==> config.mk <==
export PLATFORM = sky130hd
export DESIGN_NAME = dplca_txop_tracker
export DESIGN_NICKNAME = d
export VERILOG_FILES = /design/src/rtl/dplca_pkg.sv /design/src/rtl/dplca_popcount256.sv /design/src/rtl/dplca_txop_tracker.sv
export SDC_FILE = /design/constraint.sdc
export NUM_CORES = 2
export LEC_CHECK = 0
export BUFFER_PORTS_ARGS = -buffer_cell sky130_fd_sc_hd__buf_2
export CORE_UTILIZATION = 45
export CTS_CLUSTER_SIZE = 40
export DETAILED_ROUTE_END_ITERATION = 16
export GPL_TIMING_DRIVEN = 0
export PLACE_DENSITY = 0.58
export SLEW_MARGIN = 10
export SYNTH_ARGS = -nofsm -noshare
export SYNTH_HDL_FRONTEND = slang
export SYNTH_SLANG_ARGS = --single-unit
==> constraint.sdc <==
create_clock -name clk -period 4.03 [get_ports clk]
set_clock_uncertainty 0.05 [all_clocks]
set_input_delay 0.403 -clock clk [delete_from_list [all_inputs] [get_ports clk]]
set_output_delay 0.403 -clock clk [all_outputs]
set_load 0.02 [all_outputs]
==> src/rtl/dplca_pkg.sv <==
// -----------------------------------------------------------------------------
// dplca_pkg
// Shared definitions for the D-PLCA TXOP tracker:
//   - TO table size and TO ID width
//   - tracker FSM encodings (IDLE / SYNC / TRACK)
//   - ON/OFF constants for the aging enable and the default aging window
//   - popcnt16: 16-bit population count helper used by the claim counter
// -----------------------------------------------------------------------------
package dplca_pkg;

  localparam int MAX_TXOP           = 256;
  localparam int TXOP_ID_W          = 8;
  localparam int AGE_CYCLES_DEFAULT = 16;

  localparam logic ON  = 1'b1;
  localparam logic OFF = 1'b0;

  typedef enum logic [1:0] {
    IDLE  = 2'd0,
    SYNC  = 2'd1,
    TRACK = 2'd2
  } dplca_state_e;

  function automatic logic [4:0] popcnt16(input logic [15:0] v);
    logic [4:0] s;
    s = '0;
    for (int i = 0; i < 16; i++) begin
      s = s + {4'd0, v[i]};
    end
    return s;
  endfunction

endpackage

==> src/rtl/dplca_popcount256.sv <==
// -----------------------------------------------------------------------------
// dplca_popcount256
// Two-stage pipelined population count of a 256-bit vector.
//   stage 1: sixteen 16-bit partial counts, registered
//   stage 2: sum of the partials, registered
// Ports:
//   clk    in   1    clock
//   rst_n  in   1    synchronous, active-low clear of both stages
//   data   in   256  vector to count
//   count  out  9    number of set bits in data, two clocks later
// -----------------------------------------------------------------------------
module dplca_popcount256
  import dplca_pkg::*;
(
  input  logic         clk,
  input  logic         rst_n,
  input  logic [255:0] data,
  output logic [8:0]   count
);

  logic [16*5-1:0] part_next;
  logic [16*5-1:0] part_reg;
  logic [8:0]      sum_next;
  logic [8:0]      count_reg;

  genvar gi;
  generate
    for (gi = 0; gi < 16; gi++) begin : g_part
      assign part_next[gi*5 +: 5] = popcnt16(data[gi*16 +: 16]);
    end
  endgenerate

  always_comb begin
    sum_next = '0;
    for (int i = 0; i < 16; i++) begin
      sum_next = sum_next + {4'd0, part_reg[i*5 +: 5]};
    end
  end

  always_ff @(posedge clk) begin
    if (!rst_n) begin
      part_reg  <= '0;
      count_reg <= '0;
    end else begin
      part_reg  <= part_next;
      count_reg <= sum_next;
    end
  end

  assign count = count_reg;

endmodule

==> src/rtl/dplca_txop_tracker.sv <==
// -----------------------------------------------------------------------------
// dplca_txop_tracker
// Watches PLCA transmit opportunities and builds the D-PLCA TXOP claim table
// consumed by the node-ID allocation FSM. A PLCA cycle runs from one BEACON to
// the next; at each BEACON the cycle is closed and the published outputs are
// refreshed one clock later.
//
// Optional feature: define DPLCA_CLAIM_COUNT_EN to add claim_count, the
// registered popcount of txop_claim_table (valid one clock after the update
// pulse).
//
// Ports:
//   clk                    in   1    clock
//   plca_reset_n           in   1    synchronous, active-low reset
//   plca_en                in   1    PLCA enabled
//   dplca_en               in   1    D-PLCA enabled
//   dplca_aging            in   1    aging enable from the allocation FSM
//   beacon_det             in   1    pulse at every BEACON (cycle start)
//   to_end                 in   1    pulse at the end of each TO
//   to_id                  in   8    ID of the ending TO
//   to_claimed             in   1    ending TO carried COMMIT or data
//   txop_claim_table       out  256  claimed TOs, current + previous window
//   dplca_txop_table_upd   out  1    pulse when the table was refreshed
//   dplca_new_age          out  1    pulse with upd at aging-window rollover
//   dplca_txop_id          out  8    highest claimed TO of last cycle
//   dplca_txop_node_count  out  8    highest TO ID of last cycle + 1 (sat.)
//   claim_count            out  9    (DPLCA_CLAIM_COUNT_EN only) table popcount
// -----------------------------------------------------------------------------
module dplca_txop_tracker #(
  parameter int AGE_CYCLES = dplca_pkg::AGE_CYCLES_DEFAULT,
  parameter int MAX_TXOP   = dplca_pkg::MAX_TXOP
) (
  input  logic                            clk,
  input  logic                            plca_reset_n,
  input  logic                            plca_en,
  input  logic                            dplca_en,
  input  logic                            dplca_aging,
  input  logic                            beacon_det,
  input  logic                            to_end,
  input  logic [dplca_pkg::TXOP_ID_W-1:0] to_id,
  input  logic                            to_claimed,
  output logic [MAX_TXOP-1:0]             txop_claim_table,
  output logic                            dplca_txop_table_upd,
  output logic                            dplca_new_age,
  output logic [dplca_pkg::TXOP_ID_W-1:0] dplca_txop_id,
  output logic [dplca_pkg::TXOP_ID_W-1:0] dplca_txop_node_count
`ifdef DPLCA_CLAIM_COUNT_EN
  ,
  output logic [8:0]                      claim_count
`endif
);

  import dplca_pkg::*;

  localparam int IDW = TXOP_ID_W;

  dplca_state_e        state_reg, state_next;
  logic [MAX_TXOP-1:0] cur_reg, cur_next;
  logic [MAX_TXOP-1:0] win_acc_reg, win_acc_next;
  logic [MAX_TXOP-1:0] win_prev_reg, win_prev_next;
  logic [MAX_TXOP-1:0] table_reg, table_next;
  logic [7:0]          age_reg, age_next;
  logic [IDW-1:0]      max_id_reg, max_id_next;
  logic [IDW-1:0]      max_claim_reg, max_claim_next;
  logic [IDW-1:0]      txop_id_reg, txop_id_next;
  logic [IDW-1:0]      node_count_reg, node_count_next;
  logic                upd_reg, upd_next;
  logic                new_age_reg, new_age_next;

  logic                enabled;
  logic                to_valid;
  logic [MAX_TXOP-1:0] cur_eff;
  logic [IDW-1:0]      max_id_eff;
  logic [IDW-1:0]      max_claim_eff;
  logic [MAX_TXOP-1:0] acc_new;
  logic [8:0]          age_inc;

  assign enabled  = plca_en & dplca_en;
  assign to_valid = to_end & (int'(to_id) < MAX_TXOP);

  // Cycle state with the TO ending in this clock already credited, so a TO
  // that ends together with the BEACON lands in the cycle being closed.
  always_comb begin
    cur_eff       = cur_reg;
    max_id_eff    = max_id_reg;
    max_claim_eff = max_claim_reg;
    if (to_valid) begin
      if (to_claimed) begin
        cur_eff[to_id] = 1'b1;
        if (to_id > max_claim_eff) max_claim_eff = to_id;
      end
      if (to_id > max_id_eff) max_id_eff = to_id;
    end
  end

  assign acc_new = win_acc_reg | cur_eff;
  assign age_inc = {1'b0, age_reg} + 9'd1;

  always_comb begin
    state_next      = state_reg;
    cur_next        = cur_reg;
    win_acc_next    = win_acc_reg;
    win_prev_next   = win_prev_reg;
    table_next      = table_reg;
    age_next        = age_reg;
    max_id_next     = max_id_reg;
    max_claim_next  = max_claim_reg;
    txop_id_next    = txop_id_reg;
    node_count_next = node_count_reg;
    upd_next        = 1'b0;
    new_age_next    = 1'b0;

    // With aging off the previous window is meaningless and the counter idles.
    if (dplca_aging == OFF) begin
      age_next      = '0;
      win_prev_next = '0;
    end

    case (state_reg)
      IDLE: begin
        if (enabled) state_next = SYNC;
      end
      SYNC: begin
        if (beacon_det) begin
          state_next     = TRACK;
          cur_next       = '0;
          max_id_next    = '0;
          max_claim_next = '0;
        end
      end
      TRACK: begin
        cur_next       = cur_eff;
        max_id_next    = max_id_eff;
        max_claim_next = max_claim_eff;
        if (beacon_det) begin
          table_next      = acc_new | ((dplca_aging == ON) ? win_prev_reg : '0);
          txop_id_next    = max_claim_eff;
          node_count_next = (max_id_eff == {IDW{1'b1}}) ? max_id_eff : max_id_eff + 1'b1;
          upd_next        = 1'b1;
          win_acc_next    = acc_new;
          if (dplca_aging == ON) begin
            if (age_inc == 9'(AGE_CYCLES)) begin
              win_prev_next = acc_new;
              win_acc_next  = '0;
              age_next      = '0;
              new_age_next  = 1'b1;
            end else begin
              age_next = age_inc[7:0];
            end
          end
          cur_next       = '0;
          max_id_next    = '0;
          max_claim_next = '0;
        end
      end
      default: state_next = IDLE;
    endcase

    // Disabling behaves like a reset on the next clock.
    if (!enabled) begin
      state_next      = IDLE;
      cur_next        = '0;
      win_acc_next    = '0;
      win_prev_next   = '0;
      table_next      = '0;
      age_next        = '0;
      max_id_next     = '0;
      max_claim_next  = '0;
      txop_id_next    = '0;
      node_count_next = '0;
      upd_next        = 1'b0;
      new_age_next    = 1'b0;
    end
  end

  always_ff @(posedge clk) begin
    if (!plca_reset_n) begin
      state_reg      <= IDLE;
      cur_reg        <= '0;
      win_acc_reg    <= '0;
      win_prev_reg   <= '0;
      table_reg      <= '0;
      age_reg        <= '0;
      max_id_reg     <= '0;
      max_claim_reg  <= '0;
      txop_id_reg    <= '0;
      node_count_reg <= '0;
      upd_reg        <= 1'b0;
      new_age_reg    <= 1'b0;
    end else begin
      state_reg      <= state_next;
      cur_reg        <= cur_next;
      win_acc_reg    <= win_acc_next;
      win_prev_reg   <= win_prev_next;
      table_reg      <= table_next;
      age_reg        <= age_next;
      max_id_reg     <= max_id_next;
      max_claim_reg  <= max_claim_next;
      txop_id_reg    <= txop_id_next;
      node_count_reg <= node_count_next;
      upd_reg        <= upd_next;
      new_age_reg    <= new_age_next;
    end
  end

  assign txop_claim_table      = table_reg;
  assign dplca_txop_table_upd  = upd_reg;
  assign dplca_new_age         = new_age_reg;
  assign dplca_txop_id         = txop_id_reg;
  assign dplca_txop_node_count = node_count_reg;

`ifdef DPLCA_CLAIM_COUNT_EN
  // Fed from table_next so the two pipeline stages line up with the table
  // register: the count settles one clock after the update pulse.
  logic [255:0] pc_in;
  logic         pc_rst_n;

  assign pc_in    = 256'(table_next);
  assign pc_rst_n = plca_reset_n & enabled;

  dplca_popcount256 u_popcount (
    .clk   (clk),
    .rst_n (pc_rst_n),
    .data  (pc_in),
    .count (claim_count)
  );
`endif

endmodule

# After elaboration in Yosys (flattened, before gate mapping)
# Cells that the tools add are included.
# totals
in_bits	16
reg_bits	1068
out_inout_bits	274
# classes
muxes	34
addsub	2
n_eq_ne	5
reduce_logical	9
bitwise_logic	5
magnitude_cmp	4
# op_table
op	n
$mux 256	11
$or 256x256->256	3
$pmux 256 s2	1
$mux 8	14
$pmux 8 s2	2
$gt 8x8->1	2
$add 8x1->9 const B	1
$eq 9x5->1 const B	1
$lt 8x9->1 const B	1
$add 8x1->8 const B	1
$demux 1 s8	1
$eq 8x8->1 const B	1
$ge 8x1->1 const B	1
$reduce_and 2->1	4
$pmux 2 s3	1
$reduce_and 5->1	1
$mux 1	3
$reduce_and 3->1	1
$eq 2x1->1 const B	1
$eq 2x2->1 const B	1
$logic_not 2->1	1
$mux 2	1
$ne 2x2->1 const B	1
$reduce_bool 2->1	1
3 further kinds	3

# Logic depth before layout (Yosys ltp)
# logic_depth
ltp_word	12
depth_mapped	10
ltp_nobuf	7

# Worst setup path after synthesis
# Ideal clock, no wire load.
# synth_timing
path_type	input-to-reg
start	in to_id[6] in the netlist's numbering
end	reg max_claim_reg[0]
path_slack_ps	1965
arrival_time_ps	1898
t_required_ps	3863
n_path_buf	1
cell_stages	7
setup_time_ps	117
cell_sequence	ha_1 -> and3_1 -> nor3b_1 -> o32a_1 -> clkbuf_1 -> nor2_1 -> a22o_1
# synth_between
elab_chain_len	6
# synth_rtl
element	line_no	rtl
start, declared	dplca_txop_tracker.sv:40	input logic [dplca_pkg::TXOP_ID_W-1:0] to_id,
$gt 8x8->1	dplca_txop_tracker.sv:90	if (to_id > max_claim_eff) max_claim_eff = to_id;
$mux 8	dplca_txop_tracker.sv:90	
$mux 8	dplca_txop_tracker.sv:88	if (to_claimed) begin
$mux 8	dplca_txop_tracker.sv:87	if (to_valid) begin
$mux 8	dplca_txop_tracker.sv:135	if (beacon_det) begin
$pmux 8 s2	dplca_txop_tracker.sv:119	case (state_reg)
end signal, assigned	dplca_txop_tracker.sv:198	max_claim_reg <= max_claim_next;
end, declared	dplca_txop_tracker.sv:64	logic [IDW-1:0] max_claim_reg, max_claim_next;
# No other way between the ends.
# A chain may end at the register's enable or synchronous reset.

# Final worst setup path
# layout_timing
start	reg state_reg[1]
end	reg cur_reg[253]
# layout_between
elab_chain_len	3
elab_cells_between_ends	6
cone_classes	3 x eq/ne; 1 x mux; 2 x reduce/logical
# layout_rtl
element	line_no	rtl
start, declared	dplca_txop_tracker.sv:57	dplca_state_e state_reg, state_next;
start signal, assigned	dplca_txop_tracker.sv:191	state_reg <= state_next;
$eq 2x1->1 or $eq 2x2->1 (tied branches)	dplca_txop_tracker.sv:119	
$ne 2x2->1 (no source line) or $reduce_bool 2->1 (tied branches)	n/a	
$reduce_and 2->1 (no source line)	n/a	
end signal, assigned	dplca_txop_tracker.sv:192	cur_reg <= cur_next;
end, declared	dplca_txop_tracker.sv:58	logic [MAX_TXOP-1:0] cur_reg, cur_next;
# Several ways; a longest one is shown, not always the timed one.

==> insert_results.sql <==
INSERT INTO impl_metrics (metric_group, metric, value, unit) VALUES
('outcome', 'outcome', 'finished clean', ''),
('synth', 'synth_adder_area_share', '0.526', '%'),
('cells_and_area', 'finalCoreUtilization', '53.4', '%'),
('worst_setup_path', 'cp_cell_sequence', 'buf_2 -> xor2_1 -> nand2_1 -> clkbuf_1 -> clkbuf_1 -> clkbuf_1 -> a22oi_1 -> nor2_1', ''),
('timing', 'rsz0062_at_grt', 'no', ''),
('place', 'numPortBuffers', '287', ''),
('hold_path', 'hold-path-endpoint', 'cur_reg[131]$_SDFFE_PN0P_', ''),
('synth', 'synth_sequential_area_ratio', '52.9', '%'),
('floorplan', 'chipWidth', '302', 'um'),
('power', 'vdd_ir_drop_max', '0.338', 'mV'),
('timing', 'setup_total_negative_slack', '0', 'ps'),
('route', 'routedWlPerCell', '22.4', 'um'),
('route', 'initialDrtViolationCount', '3501', ''),
('timing', 'slew_headroom', '5.61', '%'),
('synth', 'synthDominantCellAreaShare', '52.9', '%'),
('worst_setup_path', 'critPathMaxStageDelay', '780', 'ps'),
('hold_path', 'hold_path_startpoint', 'beacon_det', ''),
('hold_path', 'hold_depth', '4', ''),
('synth', 'synth_top_family_by_area', 'compound AO/OA/AOI/OAI gates', ''),
('worst_setup_path', 'data_required_time_of_the_worst_path', '4590', 'ps'),
('cells_and_area', 'share_of_layout_cells_above_drive_strength_1', '15.0', '%'),
('route', 'final_antenna_net_count', '0', ''),
('synth', 'post_synth_xor_area_fraction', '0.108', '%'),
('floorplan', 'placeableCoreArea', '88600', 'um2'),
('timing', 'report.final.slew_viol_count', '0', ''),
('synth', 'ys.warnings.count', '0', ''),
('cells_and_area', 'layout_common_cells', 'dfxtp_1 (1,068), nor2_1 (890), a21oi_1 (536), o21ai_0 (468), buf_2 (374)', ''),
('cts', 'cts_max_path_buffers', '3', ''),
('timing', 'fin_crit_sh', '78.6', '%'),
('power', 'power.density_cell_area', '465', 'nW/um2'),
('cts', 'worst_skew_late_latency', '690', 'ps'),
('timing', 'final_hold_slack', '51.3', 'ps'),
('power', 'power.static_leakage', '18.2', 'nW'),
('hold_path', 'hold_path_class', 'in2reg', ''),
('floorplan', 'start_util', '45.6', '%'),
('global_route', 'grt_max_degree', '15', ''),
('synth', 'postSynthNetCount', '4606', ''),
('floorplan', 'floorplan.rows', '109', ''),
('synth', 'synth_edf_count', '0', ''),
('place', 'detailedPlacementHpwl', '92400', 'um'),
('floorplan', 'design.portCount', '290', ''),
('cts', 'cts_max_level', '3', ''),
('worst_setup_path', 'r2r_cells', '8', ''),
('worst_setup_path', 'timing.reg2reg.setup_slack', '860', 'ps'),
('worst_setup_path', 'cpMostUsedCell', 'clkbuf_1', ''),
('cts', 'post_cts_buffers', '0', ''),
('cts', 'ctsResizeCount', '0', ''),
('cts', 'tritoncts.num_buffers', '112', ''),
('flow_run', 'max_cap_viol_count', '0', ''),
('global_route', 'grt_pass1_wl', '208000', 'um'),
('timing', 'min_period', '3170', 'ps'),
('cells_and_area', 'number_of_nets_in_the_final_layout', '5009', ''),
('worst_setup_path', 'critical_path.slowest_cell', 'clkbuf_1', ''),
('synth', 'mappedNetlistArea', '40400', 'um2'),
('worst_setup_path', 'path_max_fanout', '10', ''),
('floorplan', 'die_h', '302', 'um'),
('synth', 'synth.avg_cell_area', '8.84', 'um2'),
('route', 'via_per_inst', '5.70', ''),
('synth', 'synth_compound_area_share', '25.2', '%'),
('floorplan', 'die-area', '91000', 'um2'),
('cells_and_area', 'leading_cell_type_in_the_layout_fill_and_taps_excluded', 'dfxtp_1', ''),
('global_route', 'grt_usage', '30.0', '%'),
('worst_setup_path', 'start_kind', 'flop', ''),
('worst_setup_path', 'setup.worst_path.end_class', 'flop', ''),
('synth', 'synthDominantAreaCellType', 'dfxtp_1', ''),
('synth', 'post_synth_mux_area_share', '0.139', '%'),
('cells_and_area', 'area.growth.synth_to_final', '17.1', '%'),
('timing', 'max_freq', '316', 'MHz'),
('place', 'postPlaceCellArea', '43400', 'um2'),
('power', 'totalPowerFinal', '0.0220', 'W'),
('synth', 'main_area_contributors_after_synthesis', 'dfxtp_1 (53%), nor2_1 (8.3%), a21oi_1 (6.6%)', '');
[routing by layer]
metal	up-vias	share of wire (%)	wire length (um)	GRT usage, %
met3	237	7.2	10100	4.29
met2	1284	45	62800	47.2
met5	-	0	0	0
met1	17100	44	62000	41.7
li1	17000	-	-	-
met4	0	3.5	4920	11.2
[power by group]
part / switching [W] / internal, W / leakage [nW]
Combinational: 0.000423 / 0.0000869 / 7.68
Sequential: 0.00000195 / 0.0106 / 8.60
Clock: 0.00443 / 0.00653 / 1.95
Total: 0.00485 / 0.0172 / 18.2
[metrics by stage]
step	cells	setup slack [ps]
finish	6238	862
global placement	6025	289
floorplan	4573	1970
CTS	6234	993
global route	6234	830
detailed placement	6027	469
[synthesized netlist by cell type, types with 3 or more instances]
master       n
buf_2       87
buf_1        7
ha_1        17
and3b_1      4
nor2_2      46
a31oi_1     13
a22oi_1    254
buf_12       6
buf_4        4
nand2b_1     5
nand3b_1     5
nor2_4      60
clkbuf_1   277
dfxtp_1   1068
nor2b_1      9
a211o_1     62
a21oi_1    536
a211oi_1     4
o211ai_1     5
nand3_1     14
and4_1       4
nand4_1      4
or3_1        4
nor3_2       3
a22o_1     270
and3_1       9
nor2_1     898
xor2_1       4
buf_6       31
nor3_1     258
and2_1      11
o21ai_0    468
nand2_1     68
inv_1       20
[worst max path at each step]
stage | start | end | slack [ps]
floorplan | to_id[6] | max_claim_reg[0]$_SDFFE_PN0P_ | 1970
global placement | to_id[1] | cur_reg[7]$_SDFFE_PN0P_ | 290
detailed placement | to_claimed | cur_reg[232]$_SDFFE_PN0P_ | 470
CTS | state_reg[1]$_SDFFE_PN0P_ | cur_reg[249]$_SDFFE_PN0P_ | 990
global route | state_reg[1]$_SDFFE_PN0P_ | cur_reg[253]$_SDFFE_PN0P_ | 830
finish | state_reg[1]$_SDFFE_PN0P_ | cur_reg[253]$_SDFFE_PN0P_ | 860
[kinds of logic (layout without fill, tap and decap cells)]
family | count (synthesis) | after routing
compound gates | 1632 | 1632
xor+xnor | 5 | 5
fa+ha+maj | 17 | 17
buf+inv | 435 | 931
flops | 1068 | 1068
mux | 5 | 5
other cells | 0 | 4
simple gates | 1411 | 1411
[area by class of cell]
| class | count | area [um2] |
|---|---|---|
| Multi-Input combinational cell | 3070 | 17000 |
| Clock inverter | 44 | 531 |
| Clock buffer | 163 | 3400 |
| Antenna cell | 4 | 10.0 |
| Buffer | 415 | 2050 |
| Tap cell | 1165 | 1460 |
| Timing Repair Buffer | 289 | 1470 |
| Fill cell | 8416 | 41300 |
| Inverter | 20 | 75.1 |
| Sequential cell | 1068 | 21400 |
[critical path: cells and delay by family, from the launching register on]
family          cells  cell delay, ps
buf+inv             4            2150
flops               1             290
simple gates        2             250
xor+xnor            1             170
compound gates      1             160
Power figures use the tool's default switching activity.
